File: config.mk
export PLATFORM = sky130hd
export DESIGN_NAME = farm_road_sensor_conditioner_flat
export DESIGN_NICKNAME = d
export VERILOG_FILES = /design/src/rtl/farm_road_sensor_conditioner_if.sv /design/src/rtl/farm_road_sensor_conditioner.sv /design/src/flat_wrapper.sv
export SDC_FILE = /design/constraint.sdc
export NUM_CORES = 1
export LEC_CHECK = 0
export BUFFER_PORTS_ARGS = -buffer_cell sky130_fd_sc_hd__buf_2
export CAP_MARGIN = 10
export CORE_ASPECT_RATIO = 0.75
export CORE_MARGIN = 10
export CORE_UTILIZATION = 40
export CTS_BUF_LIST = sky130_fd_sc_hd__clkbuf_8
export CTS_CLUSTER_SIZE = 40
export DETAILED_ROUTE_END_ITERATION = 12
export HOLD_SLACK_MARGIN = 0.03
export SLEW_MARGIN = 25
export SYNTH_ARGS = -nofsm -noshare
export SYNTH_HDL_FRONTEND = slang
export SYNTH_SLANG_ARGS = --single-unit
File: constraint.sdc
create_clock -name clk -period 4.9 [get_ports clk]
set_clock_uncertainty 0.1 [all_clocks]
set_input_delay 0.735 -clock clk [delete_from_list [all_inputs] [get_ports clk]]
set_output_delay 0.735 -clock clk [all_outputs]
set_load 0.05 [all_outputs]
File: src/rtl/farm_road_sensor_conditioner_if.sv
// Signal bundle between the farm-road loop conditioner and its environment.
// The master drives the detector, grant and clear lines; the slave returns the conditioned request.
interface farm_road_sensor_conditioner_if;
  logic       loop_raw;
  logic       frg;
  logic       cnt_clr;
  logic       c;
  logic       presence;
  logic [7:0] vehicle_count;
  logic       busy;

  modport master (
    output loop_raw, frg, cnt_clr,
    input  c, presence, vehicle_count, busy
  );

  modport slave (
    input  loop_raw, frg, cnt_clr,
    output c, presence, vehicle_count, busy
  );
endinterface

File: src/rtl/farm_road_sensor_conditioner.sv
// Turns the raw farm-road loop detector into the latched vehicle request 'c'.
// The request is held until farm green is granted, then re-armed only after a gap.
module farm_road_sensor_conditioner #(
  parameter int unsigned DEBOUNCE_CYCLES = 4,
  parameter int unsigned MIN_GAP_CYCLES  = 8,
  parameter int unsigned CNT_W           = 4
) (
  input  logic                          clk,
  input  logic                          rst,
  farm_road_sensor_conditioner_if.slave bus
);

  localparam int unsigned VCNT_W   = 8;
  localparam logic [VCNT_W-1:0] VCNT_MAX = VCNT_W'(255);
  localparam logic [CNT_W-1:0]  DEB_LAST = CNT_W'(DEBOUNCE_CYCLES - 1);
  localparam logic [CNT_W-1:0]  GAP_LAST = CNT_W'(MIN_GAP_CYCLES - 1);

  typedef enum logic [1:0] {
    IDLE    = 2'd0,
    REQ     = 2'd1,
    SERVE   = 2'd2,
    HOLDOFF = 2'd3
  } state_e;

  logic              sync1_q;
  logic              sync2_q;
  logic [CNT_W-1:0]  deb_cnt_q;
  logic [CNT_W-1:0]  deb_cnt_d;
  logic              presence_q;
  logic              presence_d;
  logic              arrival_q;
  logic [VCNT_W-1:0] count_q;
  logic [VCNT_W-1:0] count_d;
  state_e            state_q;
  logic [CNT_W-1:0]  gap_q;
  logic              pending_q;
  logic              c_q;
  logic              busy_q;

  // Two-flop synchroniser for the asynchronous loop input.
  always_ff @(posedge clk or posedge rst) begin
    if (rst) begin
      sync1_q <= 1'b0;
      sync2_q <= 1'b0;
    end else begin
      sync1_q <= bus.loop_raw;
      sync2_q <= sync1_q;
    end
  end

  // Presence flips only after the synced loop has disagreed for DEBOUNCE_CYCLES edges in a row.
  always_comb begin
    deb_cnt_d  = '0;
    presence_d = presence_q;
    if (sync2_q != presence_q) begin
      if (deb_cnt_q == DEB_LAST) begin
        presence_d = sync2_q;
      end else begin
        deb_cnt_d = deb_cnt_q + CNT_W'(1);
      end
    end
  end

  always_comb begin
    count_d = count_q;
    if (bus.cnt_clr) begin
      count_d = arrival_q ? VCNT_W'(1) : '0;
    end else if (arrival_q && (count_q != VCNT_MAX)) begin
      count_d = count_q + VCNT_W'(1);
    end
  end

  always_ff @(posedge clk or posedge rst) begin
    if (rst) begin
      deb_cnt_q  <= '0;
      presence_q <= 1'b0;
      arrival_q  <= 1'b0;
      count_q    <= '0;
    end else begin
      deb_cnt_q  <= deb_cnt_d;
      presence_q <= presence_d;
      arrival_q  <= presence_d & ~presence_q;
      count_q    <= count_d;
    end
  end

  // Request FSM; c and busy are registered alongside each state transition.
  always_ff @(posedge clk or posedge rst) begin
    if (rst) begin
      state_q   <= IDLE;
      gap_q     <= '0;
      pending_q <= 1'b0;
      c_q       <= 1'b0;
      busy_q    <= 1'b0;
    end else begin
      if (arrival_q && ((state_q == SERVE) || (state_q == HOLDOFF))) begin
        pending_q <= 1'b1;
      end
      case (state_q)
        IDLE: begin
          if (presence_q) begin
            state_q <= REQ;
            c_q     <= 1'b1;
            busy_q  <= 1'b1;
          end
        end
        REQ: begin
          if (bus.frg) begin
            state_q <= SERVE;
            c_q     <= 1'b0;
          end
        end
        SERVE: begin
          if (!bus.frg) begin
            state_q <= HOLDOFF;
            gap_q   <= '0;
          end
        end
        HOLDOFF: begin
          if (gap_q == GAP_LAST) begin
            pending_q <= 1'b0;
            if (pending_q || presence_q) begin
              state_q <= REQ;
              c_q     <= 1'b1;
            end else begin
              state_q <= IDLE;
              busy_q  <= 1'b0;
            end
          end else begin
            gap_q <= gap_q + CNT_W'(1);
          end
        end
        default: begin
          state_q <= IDLE;
          c_q     <= 1'b0;
          busy_q  <= 1'b0;
        end
      endcase
    end
  end

  assign bus.c             = c_q;
  assign bus.presence      = presence_q;
  assign bus.vehicle_count = count_q;
  assign bus.busy          = busy_q;

endmodule

File: src/flat_wrapper.sv
// flat-port wrapper written by rule: the top's interface ports become plain ports
module farm_road_sensor_conditioner_flat 
#(
  parameter int unsigned DEBOUNCE_CYCLES = 4,
  parameter int unsigned MIN_GAP_CYCLES  = 8,
  parameter int unsigned CNT_W           = 4
)
  (clk, rst, bus_loop_raw, bus_frg, bus_cnt_clr, bus_c, bus_presence, bus_vehicle_count, bus_busy);
  farm_road_sensor_conditioner_if bus_i ();
  input  logic clk;
  input  logic rst;
  input wire logic [$bits(bus_i.loop_raw)-1:0] bus_loop_raw;
  input wire logic [$bits(bus_i.frg)-1:0] bus_frg;
  input wire logic [$bits(bus_i.cnt_clr)-1:0] bus_cnt_clr;
  output wire logic [$bits(bus_i.c)-1:0] bus_c;
  output wire logic [$bits(bus_i.presence)-1:0] bus_presence;
  output wire logic [$bits(bus_i.vehicle_count)-1:0] bus_vehicle_count;
  output wire logic [$bits(bus_i.busy)-1:0] bus_busy;
  assign bus_i.loop_raw = bus_loop_raw;
  assign bus_i.frg = bus_frg;
  assign bus_i.cnt_clr = bus_cnt_clr;
  assign bus_c = bus_i.c;
  assign bus_presence = bus_i.presence;
  assign bus_vehicle_count = bus_i.vehicle_count;
  assign bus_busy = bus_i.busy;
  farm_road_sensor_conditioner #(.DEBOUNCE_CYCLES(DEBOUNCE_CYCLES), .MIN_GAP_CYCLES(MIN_GAP_CYCLES), .CNT_W(CNT_W)) u_core (.clk(clk), .rst(rst), .bus(bus_i));
endmodule
Word-level counts from Yosys, hierarchy flattened:

Cells that the tools add are included.

* bits in registers: 25
* bits in latches: 0
* RAM bits: 0
* ROM bits: 0
* bits of input ports: 5
* output and inout port bits: 11
* word-level logic and storage cells: 70
* memories kept: 0

* add/sub/neg operators: 3
* multiply operators: 0
* div/mod/pow operators: 0
* $lt $le $gt $ge: 0
* equality and inequality tests: 14
* shifts and indexed selects: 0
* muxes and demuxes: 27
* bitwise gates (word level): 2
* reduce and logical (&&, ||, !) cells: 13

Operators by type and width (number)
* $mux W4: 4
* $mux W8: 2
* $mux W1: 13
* $ne A2 B2 Y1 const B: 6
* $add A4 B1 Y4 const B: 2
* $add A8 B1 Y8 const B: 1
* $mux W2: 4
* $ne A8 B8 Y1 const B: 1
* $pmux W2 S4: 1
* $pmux W4 S2: 1
* $reduce_and A4 Y1: 2
* $reduce_bool A2 Y1: 3
* $reduce_and A5 Y1: 1
* $eq A2 B2 Y1 const B: 2
* $eq A4 B2 Y1 const B: 1
* $eq A4 B3 Y1 const B: 1
* $pmux W1 S3: 1
* $reduce_and A3 Y1: 1
* $reduce_bool A3 Y1: 1
* $eq A2 B1 Y1 const B: 1
* $logic_and A1 B1 Y1: 2
* $logic_not A2 Y1: 1
* $logic_or A1 B1 Y1: 2
* $ne A2 B1 Y1 const B: 1
* 4 further kinds: 4

Logic depth before layout (Yosys ltp):

Gate-level depths: netlist of run 1.

* depth after elaboration: 6
* depth in mapped cells: 6
* gate-level depth less buffers: 6

Worst setup path before layout of run 1:

OpenSTA, ideal clock, no wires.

* kind: input -> register
* start: input port bus_frg
* end: register u_core.state_q[0]
* data arrival time: 1483 ps
* data required time: 4678 ps
* path slack: 3194 ps
* cell stages on the path: 4
* path buffers: 0
* cells stage by stage: mux2_1 a211oi_2 and4b_1 a21oi_1

* longest elaborated chain between the ends: 2
* elaborated cells on any way between the ends: 3

RTL lines
* start, declared: line flat_wrapper.sv:13 `input wire logic [$bits(bus_i.frg)-1:0] bus_frg;`
* $ne A2 B2 Y1 (no line)
* $reduce_and A4 Y1 (no line) (*)
* end signal, assigned: line farm_road_sensor_conditioner.sv:90 `state_q <= IDLE;`
* end signal, assigned: line farm_road_sensor_conditioner.sv:102 `state_q <= REQ;`
* end signal, assigned: line farm_road_sensor_conditioner.sv:109 `state_q <= SERVE;`
* end, declared: line farm_road_sensor_conditioner.sv:34 `state_e state_q;`

Every way passes the cells marked *; elsewhere a longest branch is shown, timed or not.
A chain may end at the register's enable or synchronous reset.

Worst setup path after layout of run 1:

* start: register u_core.count_q[7], in the netlist u_core.bus.vehicle_count[7]
* end: output port bus_vehicle_count[7]

RTL lines
* start, declared: line farm_road_sensor_conditioner.sv:32 `logic [VCNT_W-1:0] count_q;`
* start signal, assigned: line farm_road_sensor_conditioner.sv:83 `count_q <= count_d;`
* end, declared: line flat_wrapper.sv:17 `output wire logic [$bits(bus_i.vehicle_count)-1:0] bus_vehicle_count;`

No word-level cell between the ends.

==> impl_metrics.prom, run 1 <==
# TYPE chip_impl_metric gauge
chip_impl_metric{name="groute.usage.overall",unit="%"} 8.341
chip_impl_metric{name="pwr_density_cell",unit="nW/µm²"} 487.8
chip_impl_metric{name="cts_num_sinks",unit=""} 25
chip_impl_metric{name="fin_tns_setup",unit="ns"} 0
chip_impl_metric{name="finalWorstSetupSlack",unit="ns"} 2.956
chip_impl_metric{name="maxCapViolations",unit=""} 0
chip_impl_metric{name="initial_standard_cell_utilization_of_the_core",unit="%"} 43.36
chip_impl_metric{name="tightestPinTransition",unit="ns"} 0.8678
chip_impl_metric{name="initial_antenna_violation_count",unit=""} 0
chip_impl_metric{name="synthesis.area",unit="µm²"} 1319
chip_impl_info{name="min_delay_startpoint",value="u_core.sync1_q$_DFF_PP0_"} 1
chip_impl_metric{name="first_iter_violations",unit=""} 45
chip_impl_metric{name="io_pins",unit=""} 16
chip_impl_metric{name="wl_per_cell",unit="µm"} 13.67
chip_impl_metric{name="switching_share",unit="%"} 39.87
chip_impl_metric{name="route.detailed.drc",unit=""} 0
chip_impl_metric{name="first_global_vias",unit=""} 948
chip_impl_metric{name="antenna_violating_nets_post_route",unit=""} 0
chip_impl_metric{name="grt_start_max_net_pins",unit=""} 26
chip_impl_metric{name="final_core_util",unit="%"} 48.17
chip_impl_metric{name="die_width",unit="µm"} 86.30
chip_impl_metric{name="p_clk_share",unit="%"} 16.6
chip_impl_metric{name="yosys.cell_types.count",unit=""} 42
chip_impl_metric{name="timing_max_transition_violations_final",unit=""} 0
chip_impl_info{name="timing.hold.worst_endpoint",value="u_core.sync2_q$_DFF_PP0_"} 1
chip_impl_metric{name="cts-resized-gates",unit=""} 0
chip_impl_metric{name="power.net_switching",unit="mW"} 0.2850
chip_impl_info{name="unrepaired_setup_endpoints_after_global_routing",value="no"} 1
chip_impl_info{name="crit_slowest_cell",value="sky130_fd_sc_hd__dfrtp_1"} 1
chip_impl_metric{name="cts_buffer_count",unit=""} 3
chip_impl_metric{name="hpwl",unit="µm"} 1835
chip_impl_metric{name="final-hold-violation-count",unit=""} 0
chip_impl_metric{name="syn-mean-instance-area",unit="µm²"} 10.38
chip_impl_metric{name="yosysWarningCount",unit=""} 0
chip_impl_metric{name="clkSlewWorstSetupHoldPaths",unit="ns"} 0.08
chip_impl_metric{name="drive_above_1_share",unit="%"} 18.31
chip_impl_metric{name="fin_crit",unit="ns"} 1.944
chip_impl_metric{name="synth-seq-cells",unit=""} 25
chip_impl_metric{name="area.growth.synth_to_final",unit="%"} 11.10
chip_impl_metric{name="vdd_drop_max",unit="mV"} 0.2477
chip_impl_metric{name="filler_cell_count",unit=""} 294
chip_impl_metric{name="die_h",unit="µm"} 69.73
chip_impl_metric{name="static_leakage",unit="nW"} 0.6859
chip_impl_metric{name="placedInstanceArea",unit="µm²"} 1419
chip_impl_metric{name="clk_path_buf_depth",unit=""} 2
chip_impl_metric{name="row_count",unit=""} 17
chip_impl_metric{name="layout.nets",unit=""} 155
chip_impl_metric{name="fraction_of_the_yosys_area_taken_by_sequential_cells",unit="%"} 47.44
chip_impl_info{name="cts.root.buffer_cell",value="sky130_fd_sc_hd__clkbuf_8"} 1
chip_impl_metric{name="final_cell_area",unit="µm²"} 1465
chip_impl_metric{name="syn-instance-count",unit=""} 127
chip_impl_info{name="timing.critical_path.to_type",value="output port"} 1
chip_impl_metric{name="globalRoute.totalOverflow",unit=""} 0
chip_impl_metric{name="detailroute.via_count",unit=""} 969
chip_impl_info{name="start_to_end_type_of_the_worst_setup_path",value="reg2out"} 1
chip_impl_metric{name="cell_internal_pwr",unit="mW"} 0.4298
chip_impl_info{name="path_delay_family",value="flip-flops"} 1
chip_impl_metric{name="timing.critical_path.buf_inv",unit=""} 1
chip_impl_metric{name="worst_slew_margin_rel",unit="%"} 41.79
chip_impl_metric{name="area_enclosed_by_the_die_boundary",unit="µm²"} 6017
chip_impl_info{name="tritoncts",value="yes"} 1
chip_impl_metric{name="clock.fmax",unit="MHz"} 514.3
chip_impl_info{name="hold_path_class",value="reg2reg"} 1
chip_impl_metric{name="critical-path-max-stage-delay",unit="ns"} 0.52
chip_impl_metric{name="area.sequential",unit="µm²"} 625.6
chip_impl_info{name="cp_cell_sequence",value="buf_2"} 1
chip_impl_metric{name="worst-r2r-setup-slack",unit="ns"} 3.11
chip_impl_metric{name="worstSkewPairLatency",unit="ns"} 0.26
chip_impl_metric{name="antenna_cells",unit=""} 0
chip_impl_metric{name="buffers_added_on_ports",unit=""} 15
chip_impl_metric{name="comb_power_share",unit="%"} 40.8
chip_impl_metric{name="seq_power_share",unit="%"} 42.6
chip_impl_metric{name="worstRegToRegCells",unit=""} 6
chip_impl_info{name="status",value="complete, no violations"} 1
chip_impl_info{name="r2r-end",value="u_core.state_q[0]$_DFFE_PP0P_"} 1
chip_impl_metric{name="floorplan.core_area",unit="µm²"} 3042
chip_impl_metric{name="finalWeightedCongestion",unit=""} 0.7558
chip_impl_metric{name="report.final.setup_viol",unit=""} 0
chip_impl_metric{name="syn-num-nets",unit=""} 139
chip_impl_metric{name="period_share",unit="%"} 39.68
chip_impl_info{name="r2r-start",value="u_core.state_q[0]$_DFFE_PP0P_"} 1
chip_impl_metric{name="postCtsHoldBufs",unit=""} 0
chip_impl_info{name="worst_setup_path_start_kind",value="flop"} 1
chip_impl_metric{name="maximum_fanout_along_the_worst_path",unit=""} 9
chip_impl_metric{name="cp.arrival",unit="ns"} 1.11
chip_impl_metric{name="global_route_wire_length_before_repair",unit="µm"} 4291
chip_impl_metric{name="finalWirelength",unit="µm"} 2461
chip_impl_metric{name="hold-path-cell-count",unit=""} 0
chip_impl_metric{name="htree_num_levels",unit=""} 1
chip_impl_metric{name="worst-endpoint-required",unit="ns"} 4.07
chip_impl_metric{name="cts_post_setup_buffers_inserted",unit=""} 0
chip_impl_metric{name="multi_input_comb_area",unit="µm²"} 651.9
chip_impl_metric{name="route.detailed.vias_per_inst",unit=""} 5.383
chip_impl_metric{name="post_placement_worst_setup_slack",unit="ns"} 2.965
chip_impl_metric{name="firstDrtPassIters",unit=""} 4
metrics by stage:
step	std cells	hold slack [ns]	total power, mW
after floorplan	127	0.2312	0.5358
after global routing	180	0.2721	0.7751
after detailed placement	176	0.2470	0.5993
after global placement	176	0.2367	0.5914
final	180	0.2605	0.7148
after CTS	180	0.2677	0.7234
cells by family after synthesis:
group | Yosys count | synth area share [%]
buf+inv | 9 | 3.131
fa+ha+maj | 7 | 6.641
xor+xnor | 3 | 1.993
mux | 3 | 2.467
compound gates | 35 | 18.98
flops | 25 | 47.44
simple gates | 45 | 19.36
sequential cells by signal, indices dropped and copies added (netlist names):
| signal | cells |
|---|---|
| u_core.state_q | 2 |
| u_core.bus.c | 1 |
| u_core.arrival_q | 1 |
| u_core.bus.vehicle_count | 8 |
| u_core.bus.presence | 1 |
| u_core.sync1_q | 1 |
| u_core.deb_cnt_q | 4 |
| u_core.sync2_q | 1 |
| u_core.pending_q | 1 |
| u_core.gap_q | 4 |
| u_core.bus.busy | 1 |
how the worst max path moves through the flow:
stage	startpoint	to	slack [ns]	cells after the start
2_1_floorplan	bus_frg	u_core.state_q[0]$_DFFE_PP0P_	3.19	4
3_3_place_gp	bus_frg	u_core.state_q[0]$_DFFE_PP0P_	3.02	5
3_5_place_dp	bus_frg	u_core.state_q[0]$_DFFE_PP0P_	2.97	5
4_1_cts	u_core.bus.vehicle_count[7]$_DFFE_PP0P_	bus_vehicle_count[7]	2.95	1
5_1_grt	u_core.bus.vehicle_count[7]$_DFFE_PP0P_	bus_vehicle_count[7]	2.91	1
6_report	u_core.bus.vehicle_count[7]$_DFFE_PP0P_	bus_vehicle_count[7]	2.96	1
synth_stat cells:
master,count,area [µm²]
sky130_fd_sc_hd__o311ai_2,1,16.27
sky130_fd_sc_hd__clkbuf_1,2,7.510
sky130_fd_sc_hd__o41ai_1,1,8.760
sky130_fd_sc_hd__nand3_1,4,20.02
sky130_fd_sc_hd__a211oi_1,1,7.510
sky130_fd_sc_hd__xnor2_1,2,17.52
sky130_fd_sc_hd__and4b_1,2,20.02
sky130_fd_sc_hd__nand2b_1,3,18.77
sky130_fd_sc_hd__nor2b_1,3,18.77
sky130_fd_sc_hd__inv_1,5,18.77
sky130_fd_sc_hd__xor2_1,1,8.760
sky130_fd_sc_hd__and4_1,1,8.760
sky130_fd_sc_hd__o211ai_1,1,7.510
sky130_fd_sc_hd__mux2_2,1,11.26
sky130_fd_sc_hd__nor2_1,7,26.28
sky130_fd_sc_hd__nand4b_1,1,8.760
sky130_fd_sc_hd__nand2_2,1,6.260
sky130_fd_sc_hd__a211oi_2,1,12.51
sky130_fd_sc_hd__buf_1,1,3.750
sky130_fd_sc_hd__o21bai_1,3,22.52
sky130_fd_sc_hd__nand4_1,1,6.260
sky130_fd_sc_hd__mux2_1,1,11.26
sky130_fd_sc_hd__and3b_1,1,8.760
sky130_fd_sc_hd__nand2_1,9,33.78
sky130_fd_sc_hd__a31oi_1,2,12.51
sky130_fd_sc_hd__o21ai_0,3,15.01
sky130_fd_sc_hd__dfrtp_1,25,625.6
sky130_fd_sc_hd__o21ai_1,2,10.01
sky130_fd_sc_hd__a41oi_2,1,16.27
sky130_fd_sc_hd__a41oi_1,1,8.760
sky130_fd_sc_hd__and3_1,3,18.77
sky130_fd_sc_hd__nor3_1,4,20.02
sky130_fd_sc_hd__or2_2,1,6.260
sky130_fd_sc_hd__ha_1,7,87.58
sky130_fd_sc_hd__and4_4,1,11.26
sky130_fd_sc_hd__nor3b_1,1,7.510
sky130_fd_sc_hd__nand3b_1,2,15.01
sky130_fd_sc_hd__a21oi_1,12,60.06
sky130_fd_sc_hd__mux2i_1,1,10.01
sky130_fd_sc_hd__buf_6,1,11.26
sky130_fd_sc_hd__a22o_1,5,43.79
sky130_fd_sc_hd__a221oi_1,1,8.760
cell type report:
cell class	count	share of cell area, %
Timing Repair Buffer	15	5.124
Multi-Input combinational cell	93	44.49
Clock buffer	3	2.818
Tap cell	38	3.245
Clock inverter	1	0.3416
Inverter	5	1.281
Sequential cell	25	42.70
routing by layer:
metal / wire (µm) / global-route usage [%] / part of all wire, % / vias to the layer above
li1: - / - / - / 497
met1: 1290 / 10.99 / 52 / 456
met2: 1034 / 12.61 / 42 / 14
met3: 124 / 3.162 / 5.0 / 2
met4: 12 / 1.604 / 0.49 / 0
met5: 0 / 0 / 0 / -
cells in the final DEF (no fill, tap or decap), types with 2 or more instances in the layout:
cell,n
sky130_fd_sc_hd__a21oi_1,12
sky130_fd_sc_hd__a22o_1,5
sky130_fd_sc_hd__a31oi_1,2
sky130_fd_sc_hd__and3_1,3
sky130_fd_sc_hd__and4b_1,2
sky130_fd_sc_hd__buf_2,15
sky130_fd_sc_hd__clkbuf_8,3
sky130_fd_sc_hd__dfrtp_1,25
sky130_fd_sc_hd__ha_1,7
sky130_fd_sc_hd__inv_1,4
sky130_fd_sc_hd__nand2_1,9
sky130_fd_sc_hd__nand2b_1,3
sky130_fd_sc_hd__nand3_1,4
sky130_fd_sc_hd__nand3b_1,2
sky130_fd_sc_hd__nor2_1,7
sky130_fd_sc_hd__nor2b_1,3
sky130_fd_sc_hd__nor3_1,4
sky130_fd_sc_hd__o21ai_0,3
sky130_fd_sc_hd__o21ai_1,2
sky130_fd_sc_hd__o21bai_1,3
sky130_fd_sc_hd__xnor2_1,2
power groups by stage:
stage          combinational, mW  sequential (mW)  clock, mW
3_5_place_dp               0.291            0.308          0
3_3_place_gp               0.286            0.305          0
5_1_grt                    0.329            0.314      0.132
6_report                   0.291            0.305      0.119
4_1_cts                    0.294            0.304      0.126
2_1_floorplan              0.195            0.341          0
Note: power is estimated with default switching activity, not from simulation.
==> run 2: changes to the inputs <==
ABC_AREA = 1   (was default)
clock period = 1.67 ns   (was 4.9 ns; I/O delays follow)
==> impl_metrics.prom, run 2 <==
# TYPE chip_impl_metric gauge
chip_impl_metric{name="globalRouteMet3Util",unit="%"} 3.547
chip_impl_metric{name="filler_cell_count",unit=""} 319
chip_impl_metric{name="finalWeightedCongestion",unit=""} 0.8279
chip_impl_info{name="worst_setup_path_start_kind",value="flop"} 1
chip_impl_metric{name="globalRoute.totalOverflow",unit=""} 0
chip_impl_metric{name="worstRegToRegCells",unit=""} 8
chip_impl_info{name="r2r-start",value="u_core.bus.vehicle_count[0]$_DFFE_PP0P_"} 1
chip_impl_metric{name="worstSkewPairLatency",unit="ns"} 0.26
chip_impl_metric{name="global_route_wire_length_before_repair",unit="µm"} 4712
chip_impl_info{name="synth_area_leaders",value="sky130_fd_sc_hd__dfrtp_1 (46%), sky130_fd_sc_hd__nand2_1 (15%), sky130_fd_sc_hd__inv_1 (6.6%)"} 1
chip_impl_metric{name="maxCapViolations",unit=""} 0
chip_impl_metric{name="synth_enable_flop_cells",unit=""} 0
chip_impl_info{name="post_synth_top_flop",value="sky130_fd_sc_hd__dfrtp_1"} 1
chip_impl_metric{name="first_global_vias",unit=""} 987
chip_impl_metric{name="row_count",unit=""} 18
chip_impl_metric{name="async_flop_share",unit="%"} 100.0
chip_impl_metric{name="route.detailed.vias_per_inst",unit=""} 4.703
chip_impl_info{name="start_to_end_type_of_the_worst_setup_path",value="reg2reg"} 1
chip_impl_metric{name="cts_num_sinks",unit=""} 25
chip_impl_metric{name="area.growth.synth_to_final",unit="%"} 16.97
chip_impl_metric{name="p_clk_share",unit="%"} 16.3
chip_impl_metric{name="switching_share",unit="%"} 42.76
chip_impl_metric{name="worst_slew_margin_rel",unit="%"} 78.74
chip_impl_metric{name="placedInstanceArea",unit="µm²"} 1509
chip_impl_metric{name="clkSlewWorstSetupHoldPaths",unit="ns"} 0.09
chip_impl_metric{name="first_iter_violations",unit=""} 111
chip_impl_metric{name="floorplan.core_area",unit="µm²"} 3288
chip_impl_metric{name="finalPower",unit="mW"} 2.177
chip_impl_metric{name="hpwl",unit="µm"} 2095
chip_impl_metric{name="die_width",unit="µm"} 87.61
chip_impl_metric{name="clk_path_buf_depth",unit=""} 2
chip_impl_info{name="yosys.cell_count.top_type",value="sky130_fd_sc_hd__nand2_1"} 1
chip_impl_info{name="crit_start",value="u_core.bus.vehicle_count[0]$_DFFE_PP0P_"} 1
chip_impl_metric{name="initial_antenna_violation_count",unit=""} 0
chip_impl_info{name="cp_cell_sequence",value="ha_1 -> nand2_2 -> nor2_4 -> a21oi_4 -> buf_4 -> nor2_4 -> nand2_1 -> nand2_1"} 1
chip_impl_metric{name="synth_top_cell_area_share",unit="%"} 45.62
chip_impl_metric{name="io_pins",unit=""} 16
chip_impl_metric{name="fin_crit",unit="ns"} 1.551
chip_impl_metric{name="report.final.setup_viol",unit=""} 0
chip_impl_metric{name="pwr_density_cell",unit="nW/µm²"} 1357
chip_impl_metric{name="synthesis.area",unit="µm²"} 1371
chip_impl_metric{name="grt_start_max_net_pins",unit=""} 26
chip_impl_info{name="hold_path_class",value="in2reg"} 1
chip_impl_metric{name="area_enclosed_by_the_die_boundary",unit="µm²"} 6194
chip_impl_metric{name="finalWirelength",unit="µm"} 2765
chip_impl_metric{name="fin_tns_setup",unit="ns"} 0
chip_impl_metric{name="period_share",unit="%"} 92.87
chip_impl_metric{name="critical-path-max-stage-delay",unit="ns"} 0.40
chip_impl_metric{name="worst-r2r-setup-slack",unit="ns"} 0.12
chip_impl_metric{name="tightestPinTransition",unit="ns"} 0.3189
chip_impl_info{name="layout.cells.most_common_list",value="sky130_fd_sc_hd__nand2_1 (54), sky130_fd_sc_hd__inv_1 (24), sky130_fd_sc_hd__dfrtp_1 (22)"} 1
chip_impl_metric{name="route.detailed.drc",unit=""} 0
chip_impl_metric{name="htree_num_levels",unit=""} 1
chip_impl_metric{name="wl_per_cell",unit="µm"} 11.57
chip_impl_metric{name="yosysWarningCount",unit=""} 0
chip_impl_metric{name="cp.arrival",unit="ns"} 1.66
chip_impl_info{name="r2r-end",value="u_core.bus.vehicle_count[0]$_DFFE_PP0P_"} 1
chip_impl_metric{name="antenna_violating_nets_post_route",unit=""} 0
chip_impl_metric{name="vdd_drop_max",unit="mV"} 0.5842
chip_impl_metric{name="firstDrtPassIters",unit=""} 4
chip_impl_metric{name="syn-num-nets",unit=""} 186
chip_impl_metric{name="post_placement_worst_setup_slack",unit="ns"} 0.07628
chip_impl_metric{name="clock.fmax",unit="MHz"} 644.8
chip_impl_metric{name="final_cell_area",unit="µm²"} 1604
chip_impl_metric{name="syn-instance-count",unit=""} 174
chip_impl_metric{name="final-hold-violation-count",unit=""} 0
chip_impl_metric{name="drive_above_1_share",unit="%"} 18.09
chip_impl_metric{name="detailroute.via_count",unit=""} 1124
chip_impl_metric{name="initial_standard_cell_utilization_of_the_core",unit="%"} 41.70
chip_impl_metric{name="synth-seq-cells",unit=""} 25
chip_impl_info{name="most_common_library_cell_in_the_layout_ignoring_fill_and_taps",value="sky130_fd_sc_hd__nand2_1"} 1
chip_impl_info{name="cts.root.buffer_cell",value="sky130_fd_sc_hd__clkbuf_8"} 1
chip_impl_info{name="crit_slowest_cell",value="sky130_fd_sc_hd__dfrtp_2"} 1
chip_impl_metric{name="number_of_flip_flops_in_the_largest_register",unit=""} 8
chip_impl_metric{name="timing_max_transition_violations_final",unit=""} 0
chip_impl_metric{name="yosys.cell_types.count",unit=""} 24
chip_impl_info{name="yosysTopAreaCell",value="sky130_fd_sc_hd__dfrtp_1"} 1
chip_impl_metric{name="static_leakage",unit="nW"} 0.8641
chip_impl_metric{name="grtUsageMet2",unit="%"} 12.26
chip_impl_metric{name="comb_power_share",unit="%"} 43.0
chip_impl_metric{name="worst-endpoint-required",unit="ns"} 1.77
chip_impl_metric{name="cell_internal_pwr",unit="mW"} 1.246
chip_impl_metric{name="fraction_of_the_yosys_area_taken_by_sequential_cells",unit="%"} 45.62
chip_impl_info{name="gr-max-usage-layer",value="met1"} 1
chip_impl_metric{name="min_hold_slack",unit="ns"} 0.2288
chip_impl_metric{name="die_h",unit="µm"} 70.71
chip_impl_metric{name="hold-path-cell-count",unit=""} 4
chip_impl_info{name="tritoncts",value="yes"} 1
chip_impl_metric{name="syn-mean-instance-area",unit="µm²"} 7.881
chip_impl_metric{name="layout.nets",unit=""} 212
chip_impl_metric{name="groute.usage.overall",unit="%"} 9.091
chip_impl_metric{name="buffers_added_on_ports",unit=""} 15
chip_impl_metric{name="antenna_cells",unit=""} 0
chip_impl_metric{name="finalWorstSetupSlack",unit="ns"} 0.1191
chip_impl_metric{name="maximum_fanout_along_the_worst_path",unit=""} 8
chip_impl_info{name="crit_end",value="u_core.bus.vehicle_count[0]$_DFFE_PP0P_"} 1
chip_impl_metric{name="seq_power_share",unit="%"} 40.7
chip_impl_info{name="synth.cells.most_frequent",value="sky130_fd_sc_hd__nand2_1 (54), sky130_fd_sc_hd__dfrtp_1 (25), sky130_fd_sc_hd__inv_1 (24), sky130_fd_sc_hd__nor2_1 (20), sky130_fd_sc_hd__nand3_1 (11)"} 1
chip_impl_metric{name="grt_util_met1",unit="%"} 13.27
chip_impl_info{name="status",value="complete, no violations"} 1
chip_impl_metric{name="cts_buffer_count",unit=""} 3
chip_impl_info{name="timing.critical_path.to_type",value="flop"} 1
chip_impl_metric{name="power.net_switching",unit="mW"} 0.9307
run 2: cell types whose count changed after synthesis, sizes merged, moves of 5 or more:
cell   before  now
a22o        5    0
nand2      10   55
nor2        7   24
inv         5   24
a21oi      12    6
nand3       4   11
run 2: final cells by class:
class                           count  area [µm²]  share of cell area (%)
Inverter                           24       90.09                   5.616
Sequential cell                    25       629.4                   39.24
Timing Repair Buffer               22       132.6                   8.268
Multi-Input combinational cell    124       653.1                   40.72
Tap cell                           40       50.05                   3.120
Clock buffer                        3       41.29                   2.574
Clock inverter                      1       7.507                  0.4680
run 2: cell families after synthesis:
logic type | count (synthesis) | share of synthesized area (%)
mux | 1 | 0.7300
compound gates | 15 | 7.117
flops | 25 | 45.62
xor+xnor | 4 | 2.555
simple gates | 97 | 30.66
buf+inv | 25 | 6.934
fa+ha+maj | 7 | 6.387
run 2: worst min path at each step:
stage                     start                                 endpoint  slack [ns]
finish              bus_cnt_clr  u_core.bus.vehicle_count[5]$_DFFE_PP0P_        0.23
global route        bus_cnt_clr  u_core.bus.vehicle_count[5]$_DFFE_PP0P_        0.23
CTS                 bus_cnt_clr  u_core.bus.vehicle_count[5]$_DFFE_PP0P_        0.22
detailed placement          rst  u_core.bus.vehicle_count[6]$_DFFE_PP0P_        0.22
global placement            rst  u_core.bus.vehicle_count[5]$_DFFE_PP0P_        0.22
floorplan                   rst               u_core.arrival_q$_DFF_PP0_        0.18
run 2: critical path, delay by kind of cell (launching register included):
family,cells,cell delay [ns]
and+or+nand+nor,5,0.57
DFF,1,0.40
adders and majority gates,1,0.21
buffers and inverters,1,0.14
AOI/OAI and AO/OA,1,0.07
run 2: through the flow:
step / utilization (%) / instances
floorplan: - / 174
global placement: 45.89 / 230
detailed placement: 45.89 / 230
CTS: 47.98 / 236
global route: 48.78 / 239
finish: 48.78 / 239
run 2: what timing repair did:
| action | in CTS | in global routing |
|---|---|---|
| hold buffers | 2 | 0 |
| setup endpoints to repair | 0 | 12 |
| resized for setup | 0 | 2 |
| setup buffers | 0 | 3 |
| hold endpoints to repair | 26 | 0 |
run 2: layer usage:
layer / vias up / part of all wire [%]
li1: 592 / -
met1: 512 / 52
met2: 18 / 42
met3: 2 / 5.5
met4: 0 / 0.47
met5: - / 0
run 2: power groups by stage:
stage	logic, mW	clock network (mW)	registers [mW]
finish	0.936	0.356	0.885
global route	1.06	0.404	0.906
CTS	0.933	0.375	0.880
detailed placement	0.924	0	0.890
global placement	0.905	0	0.884
floorplan	0.572	0	1.01
